--- src/rtl/td4_prog_rom.sv ---
// td4_prog_rom: loadable 16x8 program memory for the TD4 core.
//
// The core fetches instructions combinationally (dat = mem[adr]). A host
// streams 16 program bytes followed by one checksum byte over a
// valid/ready interface. The core is held in reset (core_rst_n low) until
// a complete image whose byte sum, including the checksum, is 0 mod 256
// has been received.
//
// Ports
//   clk         system clock, rising edge
//   rst         synchronous active-high reset; clears memory and restarts LOAD
//   adr         fetch address from the core's PC
//   dat         instruction at adr (combinational)
//   ld_start    one-cycle pulse that aborts/restarts a load
//   ld_valid    loader byte valid
//   ld_data     loader byte (program bytes 0..15, then checksum)
//   ld_ready    block accepts ld_data this cycle
//   core_rst_n  active-low core reset, high only in RUN
//   ld_done     image verified, core released
//   ld_err      checksum mismatch on the last load
//   fsm_state   current loader state (0 LOAD, 1 CHECK, 2 RUN, 3 ERR)
//
// Handshake: a byte moves on a rising edge where ld_valid & ld_ready are
// both high. ld_ready depends only on state and ld_start, never on
// ld_valid; the loader may hold ld_valid high while ld_ready is low.
module td4_prog_rom #(
  parameter int DEPTH = 16,
  parameter int WIDTH = 8
) (
  input  logic             clk,
  input  logic             rst,
  input  logic [3:0]       adr,
  output logic [WIDTH-1:0] dat,
  input  logic             ld_start,
  input  logic             ld_valid,
  input  logic [WIDTH-1:0] ld_data,
  output logic             ld_ready,
  output logic             core_rst_n,
  output logic             ld_done,
  output logic             ld_err,
  output logic [1:0]       fsm_state
);

  typedef enum logic [1:0] {
    S_LOAD  = 2'd0,
    S_CHECK = 2'd1,
    S_RUN   = 2'd2,
    S_ERR   = 2'd3
  } state_t;

  state_t           state;
  logic [WIDTH-1:0] mem [DEPTH];
  logic [3:0]       cnt;
  logic [WIDTH-1:0] sum;
  logic [WIDTH-1:0] sum_next;
  logic             xfer;

  // Zero-latency fetch path.
  assign dat = mem[adr];

  // ld_start wins over a concurrent byte by dropping ready for that cycle.
  assign ld_ready  = ((state == S_LOAD) || (state == S_CHECK)) && !ld_start;
  assign xfer      = ld_valid && ld_ready;
  assign sum_next  = sum + ld_data;  // carry intentionally discarded
  assign fsm_state = state;

  always_ff @(posedge clk) begin
    if (rst) begin
      state      <= S_LOAD;
      cnt        <= '0;
      sum        <= '0;
      core_rst_n <= 1'b0;
      ld_done    <= 1'b0;
      ld_err     <= 1'b0;
      for (int i = 0; i < DEPTH; i++) mem[i] <= '0;
    end else if (ld_start) begin
      // Restart keeps the old image readable until it is overwritten.
      state      <= S_LOAD;
      cnt        <= '0;
      sum        <= '0;
      core_rst_n <= 1'b0;
      ld_done    <= 1'b0;
      ld_err     <= 1'b0;
    end else begin
      case (state)
        S_LOAD: begin
          if (xfer) begin
            mem[cnt] <= ld_data;
            sum      <= sum_next;
            cnt      <= cnt + 4'd1;  // wraps to 0 after the last word
            if (cnt == 4'd15) state <= S_CHECK;
          end
        end
        S_CHECK: begin
          // Checksum byte is consumed but never stored.
          if (xfer) begin
            if (sum_next == '0) begin
              state      <= S_RUN;
              core_rst_n <= 1'b1;
              ld_done    <= 1'b1;
            end else begin
              state  <= S_ERR;
              ld_err <= 1'b1;
            end
          end
        end
        S_RUN:   state <= S_RUN;
        S_ERR:   state <= S_ERR;
        default: state <= S_LOAD;
      endcase
    end
  end

endmodule

--- config.mk ---
export PLATFORM = sky130hd
export DESIGN_NAME = td4_prog_rom
export DESIGN_NICKNAME = d
export VERILOG_FILES = /design/src/rtl/td4_prog_rom.sv
export SDC_FILE = /design/constraint.sdc
export NUM_CORES = 1
export LEC_CHECK = 0
export BUFFER_PORTS_ARGS = -buffer_cell sky130_fd_sc_hd__buf_2
export CAP_MARGIN = 20
export CORE_MARGIN = 4
export CORE_UTILIZATION = 40
export DETAILED_ROUTE_END_ITERATION = 10
export PLACE_DENSITY = 0.64
export SLEW_MARGIN = 10
export SYNTH_ARGS = -nofsm -noshare
export SYNTH_HDL_FRONTEND = slang
export SYNTH_SLANG_ARGS = --single-unit
--- constraint.sdc ---
create_clock -name clk -period 2 [get_ports clk]
set_input_delay 0.4 -clock clk [delete_from_list [all_inputs] [get_ports clk]]
set_output_delay 0.4 -clock clk [all_outputs]
set_load 0.1 [all_outputs]
==> impl_metrics.yaml <==
outcome:
  outcome: "finished with violations"
  violations: "setup timing"
logic_synthesis:
  ys_types: 45
  synth_area_leaders: "edfxtp_1, and2_1, mux4_1"
  synth_edf_count: 128
  syn-cell-area_sq_um: 6925
  ys_seq_elements: 144
  yosysTopAreaCell: "edfxtp_1"
  synth_flop_cell: "edfxtp_1"
  netlist_instances: 464
  ys_seq_area_share_pct: 60.13
  yosys.area.top_type_share_pct: 55.50
  async_reset_ff_share_pct: 0
  ys_warn_count: 0
  yosysMostFrequentCell: "and2_1"
  syn_nets: 492
  avgSynthCellArea_sq_um: 14.93
  synth_common_cells: "and2_1, edfxtp_1, nor2_1"
floorplan:
  start_util_pct: 41.32
  io_pins: 30
  chipWidth_microns: 139.6
  core_area_sq_um: 16760
  dieArea_sq_um: 19480
  rows: 47
  die_h_microns: 139.6
power:
  p_sw_share_pct: 24.37
  ir_drop_uv: 667.0
  power_frac_seq_pct: 48.0
  p_int_mw: 5.364
  p_leak_nw: 3.086
  p_per_area_nw_per_um2: 850.3
  power_frac_clock_pct: 41.5
  power.switching_mw: 1.729
  pwr-share-comb_pct: 10.5
finish:
  fill_cells: 1409
  antenna_cells: 0
  finish.instance_area_sq_um: 8342
  finalNonFillerCells: 760
  fin_nets: 555
  utilization_pct: 49.77
  drive_gt1_share_pct: 35.74
  area_growth_pct: 20.45
timing:
  worst_slack_ns: -0.4573
  max_slew.worst_pin.slew_ns: 0.4837
  hold_viol: 0
  post-route-min-period_ns: 2.457
  tns_ns: -3.671
  maxSlewViolCount: 0
  rsz0062_at_grt: "true"
  fin_crit_sh_pct: 122.9
  fin_worst_skew_ns: 0.006066
  max_freq_mhz: 406.9
  slew_headroom_pct: 67.98
  setup_viol: 11
clock_tree:
  clock-sinks: 144
  cts_setup_buffers: 0
  cts.path.max_buffers: 2
  cts_buffers: 17
  hold_buffers: 0
  cts.clk_slew.worst_paths_ns: 0.06
  htreeDepth: 4
  cts_root_buf: "clkbuf_16"
  insertion_delay_ns: 0.41
  cts_tree: "done"
placed_design:
  place_inst: 727
  placed_area_sq_um: 7596
  dp_hpwl_microns: 11620
  io_buffer_count: 29
  gp_congestion: 0.8606
routing:
  routed_wirelength_microns: 16230
  vias_per_cell: 5.126
  drc: 0
  initialDrtViolationCount: 285
  dr.pass1.iters: 5
  vias: 3896
  final_antenna_net_count: 0
  routedWlPerCell_microns: 21.35
worst_setup_path:
  setup.worst_path.class: "reg -> out"
  cp.arrival_ns: 2.06
  critPathLaunchType: "register"
  end_kind: "output port"
  critical_path.max_fanout: 1
  worstPathRequired_ns: 1.60
flow_run:
  drv_cap: 0
worst_hold_path:
  hp-class: "in -> reg"
grt:
  antenna_found_initial: 0
  first_global_vias: 4157
  grt-ovfl-total: 0
  grt_usage_pct: 17.46
  grt_max_degree: 19
  grt_pass1_wl_microns: 25250
[final timing paths]
check                           startpoint                   endpoint  slack [ns]  depth (start not counted)
hold reg to reg        sum[3]$_SDFFE_PP0N_        sum[3]$_SDFFE_PP0N_        0.46                          2
setup / recovery  mem[14][0]$_SDFFCE_PN0P_                     dat[0]       -0.46                          3
hold / removal                    ld_valid  fsm_state[1]$_SDFFE_PP0P_        0.43                          4
setup reg to reg       sum[0]$_SDFFE_PP0N_       ld_done$_SDFFE_PP0P_       -0.08                          9
[timing repair]
item / in CTS / in global routing
gates cloned: 0 / 1
endpoints found under the setup margin: 12 / 13
pin swaps: 3 / 7
resized for setup: 27 / 13
[cell type report]
type	instances	area (sq um)	area share (%)
clock inverter	13	115.1	1.380
multi-input combinational	293	2741	32.86
sequential	144	4172	50.01
clock buffer	19	432.9	5.190
inverter	2	7.507	0.09000
tap	220	275.3	3.300
timing repair buffer	69	598.1	7.170
[state kept, by name (all words and copies together) (netlist names)]
signal / flops
sum: 8
fsm_state: 2
ld_done: 1
mem: 128
cnt: 4
ld_err: 1
[power groups by stage]
stage / combinational (mW) / sequential [mW] / clock (mW)
6_report: 0.743 / 3.41 / 2.95
5_1_grt: 0.785 / 3.41 / 3.14
4_1_cts: 0.724 / 3.41 / 2.97
3_5_place_dp: 0.679 / 3.47 / 0
3_3_place_gp: 0.666 / 3.47 / 0
2_1_floorplan: 0.504 / 3.44 / 0
[through the flow]
stage | hold slack, ns | setup WS, ns | power [mW]
after floorplan | 0.4400 | -0.3012 | 3.941
after global routing | 0.4367 | -0.4869 | 7.341
after CTS | 0.4212 | -0.4777 | 7.104
after detailed placement | 0.4550 | -0.5527 | 4.149
final | 0.4261 | -0.4573 | 7.093
after global placement | 0.4473 | -0.5087 | 4.134
[cells in the final DEF, fill, tap and decap left out, types with 13 or more instances in the layout]
| cell | synthesis | layout |
|---|---|---|
| buf_2 | 1 | 20 |
| mux4_2 | 16 | 39 |
| edfxtp_1 | 128 | 128 |
| nor2_1 | 26 | 13 |
| and2_1 | 129 | 128 |
| clkbuf_16 | 0 | 18 |
| buf_4 | 1 | 34 |
| nand2_1 | 16 | 15 |
| or2_4 | 0 | 16 |
[kinds of logic after synthesis]
family,synth area share (%)
flops,60.13
buf+inv,2.204
simple gates,17.54
compound gates,2.060
xor+xnor,1.482
fa+ha+maj,2.276
mux,14.31
[worst max-delay path, cell delays in order (launching register included)]
cell and delay (ns):
edfxtp_1 0.43, mux4_2 0.48, mux4_2 0.52, buf_6 0.21
[per-layer routing]
metal | up-vias | global-route usage [%] | part of all wire [%]
li1 | 1820 | - | -
met1 | 1942 | 23.99 | 44
met2 | 119 | 28.91 | 50
met3 | 15 | 3.499 | 5.0
met4 | 0 | 4.182 | 1.1
met5 | - | 0 | 0
No activity file was read; power rests on OpenSTA's default activity.
